### src/rtl/tetron_rotation_ctrl.sv
// Rotation sequencer for the active tetromino: drives the shaper with a
// candidate rotation, waits for its offsets to settle, then walks the
// wall-kick shifts through the collision checker and commits or reverts.
module tetron_rotation_ctrl #(
  parameter int SHAPER_LATENCY = 1,
  parameter bit KICK_EN        = 1'b1
) (
  input  logic       clk,
  input  logic       rst,
  input  logic       piece_spawn,
  input  logic       piece_lock,
  input  logic       rot_cw,
  input  logic       rot_ccw,
  input  logic       chk_ack,
  input  logic       chk_collide,
  output logic       shaper_active,
  output logic [2:0] shaper_rotation,
  output logic       chk_req,
  output logic [4:0] chk_hshift,
  output logic [2:0] rotation,
  output logic       busy,
  output logic       done,
  output logic       accepted,
  output logic [4:0] kick_delta
);

  typedef enum logic [1:0] {IDLE, SETTLE, CHECK, NEXT} state_t;

  localparam logic [2:0] LAT = 3'(SHAPER_LATENCY);

  state_t     state;
  logic [1:0] kidx;
  logic [2:0] cnt;
  logic [1:0] next_rot;
  logic       req_ok;
  logic       last_kick;

  // Kick order: centre, one column left, one column right.
  function automatic logic [4:0] kick_shift(input logic [1:0] k);
    case (k)
      2'd1:    return 5'h1F;
      2'd2:    return 5'h01;
      default: return 5'h00;
    endcase
  endfunction

  // Candidate rotation wraps in two bits; ccw is +3 mod 4.
  assign next_rot  = rot_cw ? (rotation[1:0] + 2'd1) : (rotation[1:0] + 2'd3);
  assign req_ok    = shaper_active & (rot_cw ^ rot_ccw);
  assign last_kick = KICK_EN ? (kidx == 2'd2) : 1'b1;

  // Sequencer FSM; while busy, shaper_rotation holds the candidate.
  always_ff @(posedge clk or posedge rst) begin
    if (rst) begin
      state           <= IDLE;
      kidx            <= 2'd0;
      cnt             <= 3'd0;
      shaper_active   <= 1'b0;
      shaper_rotation <= 3'd0;
      chk_req         <= 1'b0;
      chk_hshift      <= 5'd0;
      rotation        <= 3'd0;
      busy            <= 1'b0;
      done            <= 1'b0;
      accepted        <= 1'b0;
      kick_delta      <= 5'd0;
    end else begin
      done       <= 1'b0;
      accepted   <= 1'b0;
      kick_delta <= 5'd0;
      if (piece_spawn || piece_lock) begin
        // Abort whatever is in flight; spawn wins over lock.
        state           <= IDLE;
        kidx            <= 2'd0;
        cnt             <= 3'd0;
        shaper_active   <= piece_spawn;
        shaper_rotation <= 3'd0;
        chk_req         <= 1'b0;
        chk_hshift      <= 5'd0;
        rotation        <= 3'd0;
        busy            <= 1'b0;
      end else begin
        case (state)
          IDLE: begin
            if (req_ok) begin
              shaper_rotation <= {1'b0, next_rot};
              busy            <= 1'b1;
              kidx            <= 2'd0;
              chk_hshift      <= 5'd0;
              cnt             <= 3'd0;
              state           <= SETTLE;
            end
          end
          SETTLE: begin
            if (cnt == LAT) begin
              chk_req <= 1'b1;
              state   <= CHECK;
            end else begin
              cnt <= cnt + 3'd1;
            end
          end
          CHECK: begin
            if (chk_ack) begin
              chk_req <= 1'b0;
              if (!chk_collide) begin
                rotation   <= shaper_rotation;
                done       <= 1'b1;
                accepted   <= 1'b1;
                kick_delta <= chk_hshift;
                chk_hshift <= 5'd0;
                busy       <= 1'b0;
                state      <= IDLE;
              end else if (!last_kick) begin
                // Shift only moves the column, so no re-settle needed.
                kidx       <= kidx + 2'd1;
                chk_hshift <= kick_shift(kidx + 2'd1);
                state      <= NEXT;
              end else begin
                done            <= 1'b1;
                shaper_rotation <= rotation;
                chk_hshift      <= 5'd0;
                busy            <= 1'b0;
                state           <= IDLE;
              end
            end
          end
          NEXT: begin
            chk_req <= 1'b1;
            state   <= CHECK;
          end
          default: state <= IDLE;
        endcase
      end
    end
  end

endmodule
### config.mk
export PLATFORM = sky130hd
export DESIGN_NAME = tetron_rotation_ctrl
export DESIGN_NICKNAME = d
export VERILOG_FILES = /design/src/rtl/tetron_rotation_ctrl.sv
export SDC_FILE = /design/constraint.sdc
export NUM_CORES = 1
export LEC_CHECK = 0
export ABC_AREA = 1
export ABC_CLOCK_PERIOD_IN_PS = 3100
export CAP_MARGIN = 20
export CORE_MARGIN = 8
export CORE_UTILIZATION = 45
export CTS_CLUSTER_SIZE = 25
export DETAILED_ROUTE_END_ITERATION = 10
export HOLD_SLACK_MARGIN = 0.1
export PLACE_DENSITY = 0.73
export REMOVE_ABC_BUFFERS = 1
export SLEW_MARGIN = 20
export SYNTH_ARGS = -nofsm -noshare
export SYNTH_HDL_FRONTEND = slang
export SYNTH_SLANG_ARGS = --single-unit
### constraint.sdc
create_clock -name clk -period 3.1 [get_ports clk]
set_input_delay 0.62 -clock clk [delete_from_list [all_inputs] [get_ports clk]]
set_output_delay 0.62 -clock clk [all_outputs]
set_load 0.02 [all_outputs]
-- Word level (Yosys, flattened, before mapping)
Index checks and enable logic that the tools add are counted.
- flip-flop bits (word level): 28
- input port bits: 8
- output and inout bits: 21
- logic and storage cells: 107
- add/subtract/negate cells: 4
- eq/ne operators: 16
- muxes and demuxes: 58
- bitwise gates (word level): 2
- reduce and logical (&&, ||, !) cells: 15
- operators by type and width (operator ; number):
    $mux 5 ; 9
    $mux 3 ; 12
    $mux 2 ; 12
    $ne 3x3->1 const B ; 7
    $pmux 5 s2 ; 2
    $mux 1 ; 17
    $reduce_and 3->1 ; 5
    $pmux 3 s2 ; 2
    $reduce_and 5->1 ; 2
    $eq 2x2->1 const B ; 4
    $pmux 2 s4 ; 1
    $reduce_bool 3->1 ; 2
    $add 2x1->2 const B ; 2
    $eq 2x1->1 const B ; 2
    $ne 4x4->1 const B ; 1
    $pmux 2 s2 ; 1
    $reduce_and 4->1 ; 1
    $reduce_bool 2->1 ; 2
    $reduce_bool 4->1 ; 1
    $add 3x1->3 const B ; 1
    $eq 3x1->1 const B ; 1
    $pmux 1 s3 ; 1
    $add 2x2->2 const B ; 1
    $logic_not 2->1 ; 1
    5 further kinds ; 5

-- Logic depth before layout (Yosys ltp)
Gate-level depths: netlist of the first run.
- word-level depth: 8
- depth in mapped cells: 9
- mapped depth without buffers: 9

-- Worst setup path before layout of the first run
Ideal clock, no wire load.
- kind: input-to-reg
- from: input piece_lock
- to: register cnt[2]
- arrival time: 1.273 ns
- slack: 1.762 ns
- stages on the path: 6
- cells stage by stage: inv_2 > nand2_4 > nor2_4 > nand3_4 > nand3b_1 > nand2_1
- cells in the longest elaborated chain, start to end: 3
- elaborated cells between the ends (all ways): 6
- classes of those cells: eq/ne (2); mux (1); reduce/logical (3)
- ends and longest elaborated chain (what ; line ; RTL):
    start: declaration ; 11 ; input logic piece_lock,
    $logic_or 1x1->1 * ; 71 ; if (piece_spawn || piece_lock) begin
    $ne 3x3->1 (no line) / $reduce_bool 3->1 (equally long branches) ; - ;
    $reduce_and 3->1 (no line) ; - ;
    end signal: assignment ; 99 ; cnt <= cnt + 3'd1;
    end: declaration ; 33 ; logic [2:0] cnt;
Every way passes the cells marked *; elsewhere a longest branch is shown, timed or not.
A chain may end at the register's enable or synchronous reset.

==> run metrics, run 1 <==
full die area=0.00478 sq mm; pre-CTS setup slack=1090 ps; Critical Path Slowest Stage Cell=clkdlybuf4s50_1; CP bufs+invs=1; Synth Register Bits=22; Max Clk Rate=0.496 GHz; die width=69.2 um; Levels on crit path=1; hold crit path type=reg2reg; Worst Tran Pin Value=835 ps; max-capacitance violation count=0; maximum fanout along the worst path=6; layout cells sized above 1=14.1%; Post-route DRC=0; placed cell count=197; Die Ht=69.2 um; overall routing resource usage=11.4%; Most used DFF post-synth=dfrtp_1; Num CTS Buffers=3; vias in the first global route=1038; nets=183; clock slew at reported path FFs=130 ps; Worst VDD drop=346 uV; asr flop ratio synth=100%; Synth top area share=43.3%; Clock Root Buffer=clkbuf_4; sum of negative setup slack=0 ps; Critical Path Sink=chk_hshift[4]; endpoints failing hold=0; Synth area leaders=dfrtp_1, nand2_1, inv_1, o21ai_1, nor2_4; routed vias/inst=4.82; total number of yosys warnings=0; synthesized area per cell=8.83 sq um; fin crit period=2010 ps; # rows=19; first-pass GRT wire length=4.72 mm; Fill cells=251; # Post-CTS Setup Buffers=0; EDFF count, synth=0; P&R area growth vs syn=25.7%; r2r setup slk=1730 ps; DRT Pass-1 Iters=4; Cells after Synth=144; Final period util=65.0%; port bufs=28; CTS Sinks=22; Starting DRT DRC Count=48; Final Setup Violations=0; largest area contributor in the netlist=dfrtp_1; Post-Syn Area=0.00127 sq mm; hold bufs inserted after CTS=0; drt wl/cell=13.1 um; Max stage delay on crit path=640 ps; worst setup margin=1090 ps; vias post-DR=968; worst reg-to-reg path cell count=7; Worst slew margin=44.3%; clock buffer depth=2; Initial Utilization=46.9%; crit path launch=chk_hshift[3]; clk_skew=13.7 ps; Arrival @ worst endpoint=1390 ps; Remaining Overflow, GRT=0; Reg-to-Reg Start=kidx[0]; CP cell instances=clkdlybuf4s50_1; Total Routed Length=2.63 mm; RSZ-0062 raised after global routing=false; Worst Setup Start Kind=flop; largest net degree at the start of global routing=23; crit end category=output pin; I/O pins=29; Power per Cell Area=431 mW/mm^2; initial antenna violation count=0; Req. time, crit path=2480 ps; final cell count without fillers=201; Clk Latency, worst-skew pair=310 ps; Final Slew Violations=0; TritonCTS clock tree=yes; post-cts resize count=0; detailed placement HPWL=2.13 mm; Antenna Nets Post-Route=0; sequential-to-total area share from yosys stat=43.3%; kind of cell adding the most delay to the critical path=buffers and inverters; Leak=0.000763 uW; # diodes=0; core area=0.00271 sq mm; RR Endpoint=shaper_rotation[0]; synth unique cells=25; status=completed; H-Tree Depth=1; kind of critical path=reg2out; gp weighted congestion=0.868
## Yosys cell counts, drive strengths merged, types with 2 or more instances
| cell type | count |
|---|---|
| nor2 | 13 |
| nand2 | 35 |
| a31oi | 2 |
| o21ai | 16 |
| buf | 6 |
| ha | 4 |
| nand4 | 2 |
| nand3 | 11 |
| dfrtp | 22 |
| inv | 26 |
## cells by family after synthesis
logic type	synth area share [%]
AOI/OAI and AO/OA	8.37
xor gates and xnor gates	0.689
adders and majority gates	3.94
buffers and inverters	12.1
DFF	43.3
muxes	0.787
and+or+nand+nor	30.8
## power breakdown
group | switching [uW] | internal, uW | leakage [uW]
combinational | 95.0 | 59.0 | 0.000436
sequential | 13.4 | 302 | 0.000299
clock | 88.5 | 131 | 0.0000279
## cell usage in the layout, fill, tap and decap left out, types with 2 or more instances in the layout
cell / synthesis / routed
ha_1: 4 / 4
nand2_4: 4 / 4
a31oi_1: 2 / 2
nor2_8: 2 / 2
nand3_1: 8 / 8
inv_1: 21 / 21
nor2_4: 5 / 5
inv_2: 4 / 4
nand2_1: 31 / 31
nor2_1: 6 / 6
o21ai_0: 4 / 4
nand4_1: 2 / 2
dfrtp_1: 22 / 22
clkbuf_4: 0 / 3
clkdlybuf4s50_1: 0 / 28
nand3_4: 2 / 2
o21ai_1: 12 / 12
## final cells by class
cell class	count	area (sq um)	share of cell area, %
multi-input cells	89	567	35.5
well taps	31	38.8	2.43
clock buffers	3	22.5	1.41
inverters	27	109	6.81
repair buffers	28	280	17.5
clock inverters	1	30.0	1.88
flip-flops and latches	22	551	34.5
## metal layers
metal	up-vias	routed length (um)	global-route usage (%)
met5	-	0	0
met4	0	10	2.73
met3	2	72	2.72
met2	10	1400	20.2
met1	452	1150	13.4
li1	504	-	-
## sequential cells by signal, summed over array words and instances (netlist names)
| name | count |
|---|---|
| accepted | 1 |
| busy | 1 |
| chk_hshift | 2 |
| chk_req | 1 |
| cnt | 3 |
| done | 1 |
| kick_delta | 2 |
| kidx | 2 |
| rotation | 3 |
| shaper_active | 1 |
| shaper_rotation | 3 |
| state | 2 |
## metrics by stage
step	power, uW	cell area [sq um]	utilization (%)	hold WS, ps
6_report	689	1600	59.0	500
4_1_cts	696	1600	59.0	503
3_5_place_dp	477	1550	57.0	473
3_3_place_gp	473	1550	57.0	468
2_1_floorplan	424	1230	-	451
5_1_grt	726	1600	59.0	546
## worst min-delay path by stage
stage	from	endpoint	cells past startpoint
floorplan	cnt[2]	cnt[2]	2
global placement	cnt[2]	cnt[2]	2
detailed placement	cnt[2]	cnt[2]	2
CTS	cnt[2]	cnt[2]	2
global route	cnt[2]	cnt[2]	2
finish	cnt[2]	cnt[2]	2
(Power assumes the default switching activity.)
==> inputs of run 2 (changes only) <==
- ABC_CLOCK_PERIOD_IN_PS: 3100 -> 1600
- CORE_UTILIZATION: 45 -> 44
- PLACE_DENSITY: 0.73 -> 0.74
- clock period: 3.1 -> 1.6 ns (I/O delays scaled with it)
==> run metrics, run 2 (synthesis gave the netlist of run 1 again) <==
status=completed; vias post-DR=1008; first-pass GRT wire length=4.76 mm; fin crit period=1420 ps; clock slew at reported path FFs=130 ps; clock buffer depth=2; port bufs=28; Post-route DRC=0; CTS Sinks=22; Max stage delay on crit path=420 ps; Final Setup Violations=0; I/O pins=29; layout cells sized above 1=17.5%; pre-CTS setup slack=-110 ps; endpoints failing hold=0; vias in the first global route=1025; Levels on crit path=1; die width=69.8 um; Num CTS Buffers=3; Antenna Nets Post-Route=0; Final Slew Violations=0; Remaining Overflow, GRT=0; Critical Path Slowest Stage Cell=dfrtp_1; Worst Setup Start Kind=flop; Power per Cell Area=820 mW/mm^2; Worst VDD drop=506 uV; P&R area growth vs syn=28.6%; Leak=0.000932 uW; Die Ht=69.8 um; drt wl/cell=12.9 um; # diodes=0; clk_skew=4.22 ps; Starting DRT DRC Count=10; kind of critical path=reg2out; r2r setup slk=280 ps; Clk Latency, worst-skew pair=310 ps; Initial Utilization=46.1%; overall routing resource usage=11.4%; Worst Tran Pin Value=373 ps; H-Tree Depth=1; CP bufs+invs=1; crit path launch=chk_hshift[3]; Clock Root Buffer=clkbuf_4; Arrival @ worst endpoint=1100 ps; crit end category=output pin; DRT Pass-1 Iters=4; placed inst area=0.00160 sq mm; Reg-to-Reg Start=kidx[0]; commonest cells after routing, fill and taps aside=nand2_1, dfrtp_1, inv_1, dlygate4sd2_1, o21ai_1; RSZ-0062 raised after global routing=false; Final Core Density=59.3%; largest net degree at the start of global routing=23; worst reg-to-reg path cell count=7; fin area=0.00164 sq mm; worst setup margin=182 ps; Critical Path Sink=chk_hshift[4]; RR Endpoint=shaper_rotation[1]; TritonCTS clock tree=yes; core area=0.00276 sq mm; Final period util=88.6%; CP cell instances=dlygate4sd2_1; routed vias/inst=4.85; Worst slew margin=74.9%; maximum fanout along the worst path=6; placed cell count=204; detailed placement HPWL=2.18 mm; biggest registers after layout=cnt x3, rotation x3, shaper_rotation x3; gp weighted congestion=0.850; # rows=19; kind of cell adding the most delay to the critical path=flip-flops; max-capacitance violation count=0; Req. time, crit path=1280 ps; hold crit path type=in2async; final cell count without fillers=208; nets=190; initial antenna violation count=0; Max Clk Rate=0.705 GHz; commonest non-fill, non-tap cell in the layout=nand2_1; Total Routed Length=2.68 mm; full die area=0.00487 sq mm; hold bufs inserted after CTS=0; sum of negative setup slack=0 ps; # Post-CTS Setup Buffers=0
run 2: cell types whose count changed in the layout (fill, tap and decap cells not counted):
cell / change
dlygate4sd2_1: +18
buf_4: +7
clkdlybuf4s50_1: -21
dlymetal6s2s_1: +3
run 2: power by group:
| part | internal [uW] | switching [uW] | total (uW) |
|---|---|---|---|
| Clock | 253 | 179 | 433 |
| Sequential | 586 | 25.3 | 611 |
| Combinational | 110 | 188 | 298 |
run 2: how the worst min path moves through the flow:
| stage | from | endpoint | slack, ps | depth (start not counted) |
|---|---|---|---|---|
| 2_1_floorplan | rst | accepted | 310 | 1 |
| 3_3_place_gp | cnt[2] | cnt[2] | 470 | 2 |
| 3_5_place_dp | cnt[2] | cnt[2] | 480 | 2 |
| 4_1_cts | rst | cnt[2] | 320 | 3 |
| 5_1_grt | rst | cnt[2] | 370 | 3 |
| 6_report | rst | cnt[2] | 320 | 3 |
run 2: stage by stage:
step,power [uW],hold WS (ps)
after floorplan,822,309
after global placement,929,468
after detailed placement,938,478
after CTS,1350,321
after global routing,1400,371
final,1340,318
run 2: routing by layer:
| metal | GRT usage, % | vias to the layer above | share of wire [%] |
|---|---|---|---|
| met5 | 0 | - | 0 |
| met2 | 21.6 | 11 | 54 |
| met4 | 2.68 | 0 | 1.1 |
| met1 | 12.4 | 478 | 42 |
| met3 | 2.72 | 4 | 2.7 |
| li1 | - | 515 | - |
run 2: layout make-up:
class	instances	area, sq um
well taps	31	38.8
clock buffers	3	22.5
repair buffers	35	318
fillers	250	1120
flip-flops and latches	22	551
inverters	27	109
multi-input cells	89	567
clock inverters	1	30.0
run 2: what timing repair did:
item | in CTS | in global routing
gates resized for setup | 18 | 3
setup endpoints to repair | 18 | 3
gates cloned | 0 | 0
==> inputs of run 3 (changes only) <==
- CORE_MARGIN: 8 -> default
==> run metrics, run 3 (synthesis gave the netlist of run 1 again) <==
status=completed; TritonCTS clock tree=yes; endpoints failing hold=0; hold crit path type=in2async; biggest registers after layout=cnt x3, rotation x3, shaper_rotation x3; first-pass GRT wire length=4.43 mm; Max stage delay on crit path=600 ps; Net Sw Power=378 uW; Reg power frac=50.2%; Post-route DRC=0; Total Routed Length=2.45 mm; Final Setup Violations=0; nets=191; Clock Root Buffer=clkbuf_4; commonest non-fill, non-tap cell in the layout=nand2_1; Antenna Nets Post-Route=0; commonest cells after routing, fill and taps aside=nand2_1, dfrtp_1, inv_1, dlygate4sd2_1, o21ai_1; detailed placement HPWL=1.94 mm; Fill cells=265; crit end category=output pin; kind of critical path=reg2out; hold bufs inserted after CTS=0; largest net degree at the start of global routing=23; routed vias/inst=4.78; drt wl/cell=11.7 um; maximum fanout along the worst path=1; DRT Pass-1 Iters=4; # rows=19; gp weighted congestion=0.859; # diodes=0; clock slew at reported path FFs=120 ps; Worst Tran Pin Value=387 ps; Final Core Density=59.0%; I/O pins=29; Switching Share=31.1%; Worst Setup Start Kind=flop; kind of cell adding the most delay to the critical path=buffers and inverters; port bufs=28; initial antenna violation count=0; clock network fraction of total power=25.1%; RSZ-0062 raised after global routing=false; CP cell instances=clkdlybuf4s50_1; Pint=837 uW; layout cells sized above 1=18.0%; P&R area growth vs syn=28.1%; Critical Path Slowest Stage Cell=clkdlybuf4s50_1; vias in the first global route=1005; max-capacitance violation count=0; H-Tree Depth=1; Pwr Total=1220 uW; Starting DRT DRC Count=28; Num CTS Buffers=3; Worst slew margin=74.0%; Clk Latency, worst-skew pair=310 ps; CP bufs+invs=1; worst reg-to-reg path cell count=7; CTS Sinks=22; fin crit period=1560 ps; Remaining Overflow, GRT=0; Worst VDD drop=627 uV; Leak=0.000921 uW; Final Slew Violations=0; Power per Cell Area=747 mW/mm^2; clk_skew=4.56 ps; Final period util=97.5%; # Post-CTS Setup Buffers=0; core area=0.00276 sq mm; full die area=0.00311 sq mm; Initial Utilization=46.1%; Req. time, crit path=1280 ps; Max Clk Rate=0.641 GHz; Arrival @ worst endpoint=1240 ps; die width=55.8 um; clock buffer depth=2; Die Ht=55.8 um; vias post-DR=1000; r2r setup slk=270 ps; Levels on crit path=1; Comb pwr share=24.7%; overall routing resource usage=17.9%
[run 3: area by class of cell]
type                       instances  area (sq um)  share of cell area [%]
clock buffer                       4          36.3                    2.23
timing repair buffer              36           327                    20.1
multi-input combinational         89           567                    34.8
inverter                          27           109                    6.69
sequential                        22           551                    33.8
tap                               31          38.8                    2.38
[run 3: per-stage QoR]
stage	instances	hold WS, ps	TNS [ps]	cell area (sq um)	setup WS [ps]
2_1_floorplan	138	309	0	1230	387
3_3_place_gp	205	468	-630	1610	-76.4
3_5_place_dp	205	486	-1190	1610	-111
4_1_cts	209	346	0	1620	0.661
5_1_grt	209	370	0	1630	4.52
6_report	209	333	0	1630	39.7
[run 3: worst register-to-register path, delay by kind of cell (launching register included)]
kind	cells	cell delay (ps)
DFF	1	420
AOI/OAI and AO/OA	2	270
buffers and inverters	2	160
and+or+nand+nor	2	190
adders and majority gates	1	170
[run 3: final timing paths]
check / startpoint / endpoint
setup reg to reg: kidx[0] / shaper_rotation[0]
setup / recovery: accepted / accepted
min in group clk: chk_req / chk_req
hold reg to reg: chk_req / chk_req
max in group asynchronous: rst / cnt[2]
hold / removal: rst / cnt[0]
[run 3: power groups by stage]
stage | logic, uW | registers [uW] | clock network (uW)
finish | 300 | 610 | 305
global route | 333 | 615 | 330
CTS | 304 | 611 | 313
detailed placement | 314 | 622 | 0
global placement | 306 | 621 | 0
floorplan | 178 | 644 | 0
[run 3: layer usage]
layer	track usage, %	part of all wire, %
met1	23.0	46
met2	31.5	51
met3	3.02	2.7
met4	4.29	1.0
met5	0	0
[run 3: what timing repair did]
action,in CTS,in global routing
pin swaps,0,0
resized for setup,17,3
endpoints found under the setup margin,17,3
==> edit 1: new RTL, settings of run 3 <==
Change the parameter `KICK_EN` from 1'b1 to 1'b0.
--- a/src/rtl/tetron_rotation_ctrl.sv
+++ b/src/rtl/tetron_rotation_ctrl.sv
@@ -4,5 +4,5 @@
 module tetron_rotation_ctrl #(
   parameter int SHAPER_LATENCY = 1,
-  parameter bit KICK_EN        = 1'b1
+  parameter bit KICK_EN        = 1'b0
 ) (
   input  logic       clk,
Check against the original RTL: not equivalent (a bounded check fails within 10 cycles, from zero or initial values and one cycle with rst high).
==> edit 1 against run 3 <==
Routed wire length decreased by 17%. Worst hold slack got worse by 0.015 ns. Area after synthesis decreased by 15%. Setup slack improved by 0.088 ns. Register-to-register slack got worse by 0.14 ns. Fmax increased by 6.0%. Sequential cell count decreased by 6. Power decreased by 26%. Cell area decreased by 18%. Utilization increased by 0.072 points.
==> edit 1: results (changes against run 3) <==
.. list-table::
   :header-rows: 1

   * - Metric
     - Value
   * - Status
     - finished, final reports clean
   * - Synth area leaders
     - sky130_fd_sc_hd__dfrtp_1 37%, sky130_fd_sc_hd__nand2_1 15%, sky130_fd_sc_hd__ha_1 9.3%, sky130_fd_sc_hd__inv_1 8.0%, sky130_fd_sc_hd__buf_4 7.0%
   * - Filler instances
     - 223 (-16%)
   * - GR Util met3
     - 0.0526 (+0.0224)
   * - Max FO, Critical Path
     - 5 (+4)
   * - Wire length of the first global-routing pass
     - 3.51 mm (-21%)
   * - Half-perimeter wire length of the detailed placement result
     - 1.66 mm (-14%)
   * - Post-synth top cells
     - 44 x sky130_fd_sc_hd__nand2_1, 23 x sky130_fd_sc_hd__inv_1, 16 x sky130_fd_sc_hd__dfrtp_1
   * - GR Layer Usage met1
     - 0.194 (-0.0355)
   * - Reg2reg path depth
     - 8 (+1)
   * - Initial DRC count
     - 10 (-64%)
   * - Pin count of the biggest net entering global routing
     - 17 (-26%)
   * - Clock Latency Late Sink
     - 0.29 ns (-0.02 ns)
   * - Met2 Track Usage GR
     - 0.327 (+0.0119)
   * - Reg2reg end
     - cnt[1]
   * - Weighted congestion at the end of routability-driven global placement
     - 0.801 (-6.7%)
   * - Leakage component of the power
     - 0.815 nW (-12%)
   * - Critical path arrival
     - 1.66 ns (+0.42 ns)
   * - Clk pin slew, worst setup/hold paths
     - 0.10 ns (-0.02 ns)
   * - Startpoint of the most critical register-to-register path
     - state[1]
   * - Sequential cell area fraction in the yosys report
     - 0.371 (-0.0618)
   * - Number of global-route vias before repair
     - 846 (-16%)
   * - Placement-stage cell area
     - 1270 um^2 (-21%)
   * - GRT Resource Usage Total
     - 0.182 (+0.00231)
   * - Fin nets
     - 188 (-1.6%)
   * - Area growth from synthesis to final layout
     - 23.6%
[edit 1: power breakdown]
group          switching, W  total (W)  leakage [nW]  internal [W]
Combinational      0.000126   0.000199         0.579     0.0000729
Clock              0.000134   0.000272        0.0210      0.000139
Sequential        0.0000105   0.000429         0.216      0.000419
Total              0.000271   0.000901         0.815      0.000631
[edit 1: area by class of cell]
cell class                 instances  area share
clock buffer                       4      0.0272
sequential                        16       0.300
tap                               28      0.0263
timing repair buffer              22       0.164
inverter                          24      0.0695
multi-input combinational        105       0.412
[edit 1: kinds of logic (layout without fill, tap and decap cells)]
kind of cell             count (synthesis)  in the layout  share of synthesized area
AO/OA/AOI/OAI                           13             13                     0.0638
XOR/XNOR                                 1              1                    0.00812
adder cells (fa/ha/maj)                  8              8                     0.0928
buffers and inverters                   34             50                      0.155
flip-flops                              16             16                      0.371
other                                    1             10                    0.00348
AND/OR/NAND/NOR                         73             73                      0.305
[edit 1: worst max-delay path: stages, from the launching register on]
cell                       delay (ns)
sky130_fd_sc_hd__dfrtp_1         0.43
sky130_fd_sc_hd__inv_1           0.16
sky130_fd_sc_hd__ha_1            0.22
sky130_fd_sc_hd__inv_1           0.07
sky130_fd_sc_hd__o211ai_1        0.17
sky130_fd_sc_hd__buf_4           0.17
sky130_fd_sc_hd__nand2_4         0.06
sky130_fd_sc_hd__nand2_1         0.05
sky130_fd_sc_hd__nand2_1         0.05
[edit 1: routing by layer]
| metal | wire (um) | vias to the layer above | share of wire |
|---|---|---|---|
| li1 | - | 479 | - |
| met3 | 107 | 2 | 0.052 |
| met5 | 0 | - | 0 |
| met2 | 1070 | 25 | 0.53 |
| met4 | 12 | 0 | 0.0059 |
| met1 | 849 | 409 | 0.42 |
[edit 1: metrics by stage]
step | setup TNS [ns] | hold slack [ns] | setup slack (ns) | std cells | power [W]
after CTS | 0 | 0.323 | 0.000701 | 198 | 0.000909
after global routing | 0 | 0.351 | 0.0133 | 199 | 0.000955
after detailed placement | -0.205 | 0.470 | -0.0487 | 194 | 0.000639
after global placement | -0.00759 | 0.460 | -0.00682 | 194 | 0.000635
after floorplan | 0 | 0.234 | 0.211 | 145 | 0.000566
final | 0 | 0.318 | 0.128 | 199 | 0.000901
[edit 1: how the worst max path moves through the flow]
stage               cells past startpoint        start  slack, ns           to
global route                            7     state[0]       0.01     state[0]
finish                                  8     state[1]       0.13       cnt[1]
detailed placement                      7   piece_lock      -0.05     state[0]
global placement                        7   piece_lock     -0.007     state[0]
CTS                                     1  rotation[2]     0.0007  rotation[2]
floorplan                               7     state[0]       0.21       cnt[0]
[edit 1: what timing repair did]
item / 4_1_cts / 5_1_grt
endpoints found under the setup margin: 7 / 12
setup buffers: 0 / 1
pin swaps: 1 / 1
gates resized for setup: 5 / 8
==> edit 2: new RTL, settings of run 3 <==
Made on the original files. Encoding of `state_t`: now one-hot (4 bits for 4 states).
--- a/src/rtl/tetron_rotation_ctrl.sv
+++ b/src/rtl/tetron_rotation_ctrl.sv
@@ -25,5 +25,5 @@
 );
 
-  typedef enum logic [1:0] {IDLE, SETTLE, CHECK, NEXT} state_t;
+  typedef enum logic [3:0] {IDLE = 4'b0001, SETTLE = 4'b0010, CHECK = 4'b0100, NEXT = 4'b1000} state_t;
 
   localparam logic [2:0] LAT = 3'(SHAPER_LATENCY);
Behaviour: same outputs for any inputs over 10 cycles, from zero or initial values and one cycle with rst high; not proved beyond that.
==> edit 2 against run 3 <==
Die area up 11%. Critical endpoint is now kidx[0]. Via count up 22%. Setup slack better by 0.061 ns. Cell area up 13%. Routed wire length up 18%. Largest power group unchanged. Area after synthesis up 12%. Cell count up 26%. Sequential cell count up 2. Synthesized cell count up 26%. Power down 0.77%.
==> edit 2: results (changes against run 3) <==
.. list-table::
   :header-rows: 1

   * - Metric
     - Value
   * - Status
     - finished, final reports clean
   * - Initial DRC count
     - 25 (-11%)
   * - Sequential cell area fraction in the yosys report
     - 0.423 (-0.00966)
   * - Pin count of the biggest net entering global routing
     - 15 (-35%)
   * - Via-to-Cell Ratio
     - 4.64 (-3.0%)
   * - Number of distinct library cell variants in the gate-level netlist after synthesis
     - 27 (+8.0%)
   * - Leakage component of the power
     - 1.05 nW (+14%)
   * - Multi-input combinational gate total
     - 124 (+39%)
   * - Buffering overhead
     - 0.205 (+0.00485)
   * - Utilization after layout
     - 0.600 (+0.0101)
   * - Number of sequential cells in the layout
     - 24 (+9.1%)
   * - Library cell contributing the largest single delay on the critical path
     - sky130_fd_sc_hd__dfrtp_1
   * - Sequential logic power
     - 0.000649 W (+6.4%)
   * - Combinational power share
     - 0.201 (-0.046)
   * - GR Layer Usage met1
     - 0.239 (+0.00875)
   * - Delay of the slowest cell on the worst path
     - 0.42 ns (-0.18 ns)
   * - Setup slack of the critical path after layout
     - 0.100 ns (+0.0607 ns)
   * - GRT Resource Usage Total
     - 0.186 (+0.00705)
   * - Detailed Routing Iterations Pass 1
     - 4 (unchanged)
   * - GR Util met3
     - 0.0286 (-0.00166)
   * - Clock buffers and inverters, area share
     - 0.0198 (-0.00250)
   * - Maximum VDD drop
     - 0.000345 V (-45%)
   * - Termination of the worst setup path
     - kidx[0]
   * - Fraction of area in registers
     - 0.328 (-0.00987)
   * - Detailed-routed wire length on met2
     - 1.42 mm (+14%)
   * - Max FO, Critical Path
     - 5 (+4)
   * - Clock skew
     - 0.00363 ns (-0.000932 ns)
   * - Final std cells w/o fill
     - 263 (+26%)
   * - Worst slack after detailed placement
     - -0.140 ns (-0.0291 ns)
   * - Met2 Track Usage GR
     - 0.323 (+0.00808)
   * - Relative slew slack
     - 0.792 (+0.0517)
   * - Reg2reg path depth
     - 10 (+3)
   * - Mean cell area of the mapped netlist
     - 7.81 um^2 (-12%)
   * - Critical path arrival
     - 1.76 ns (+0.52 ns)
   * - Post-synth top cells
     - 49 x sky130_fd_sc_hd__nand2_1, 23 x sky130_fd_sc_hd__dfrtp_1, 23 x sky130_fd_sc_hd__inv_1
   * - Number of global-route vias before repair
     - 1189 (+18%)
   * - Launch point of the worst path
     - cnt[1]
   * - Half-perimeter wire length of the detailed placement result
     - 2.30 mm (+19%)
   * - Fin nets
     - 232 (+21%)
   * - Buffers, non-clock
     - 40 (+11%)
   * - Clk pin slew, worst setup/hold paths
     - 0.12 ns (about the same)
   * - Wire length of the first global-routing pass
     - 4.94 mm (+12%)
   * - Top cell family by delay on the critical path
     - simple AND/OR/NAND/NOR gates
   * - Switching part of the total power
     - 0.280 (-0.0310)
==> edit 2: worst min-delay path by stage <==
| stage | startpoint | cells past startpoint | endpoint | slack (ns) |
|---|---|---|---|---|
| floorplan | rst | 1 | accepted | 0.33 |
| global placement | busy | 2 | busy | 0.47 |
| detailed placement | shaper_rotation[1] | 2 | shaper_rotation[1] | 0.49 |
| CTS | rst | 2 | cnt[1] | 0.24 |
| global route | rst | 2 | cnt[1] | 0.24 |
| finish | rst | 2 | cnt[1] | 0.24 |
==> edit 2: kinds of logic after synthesis <==
| group | share of synthesized area |
|---|---|
| multiplexers | 0.00704 |
| AO/OA/AOI/OAI | 0.0731 |
| AND/OR/NAND/NOR | 0.338 |
| XOR/XNOR | 0.0123 |
| buffers and inverters | 0.111 |
| adder cells (fa/ha/maj) | 0.0352 |
| flip-flops | 0.423 |
==> edit 2: what timing repair did <==
action,CTS,global route
setup endpoints to repair,19,3
resized for setup,19,2
endpoints found under the hold margin,0,0
setup buffers,0,1
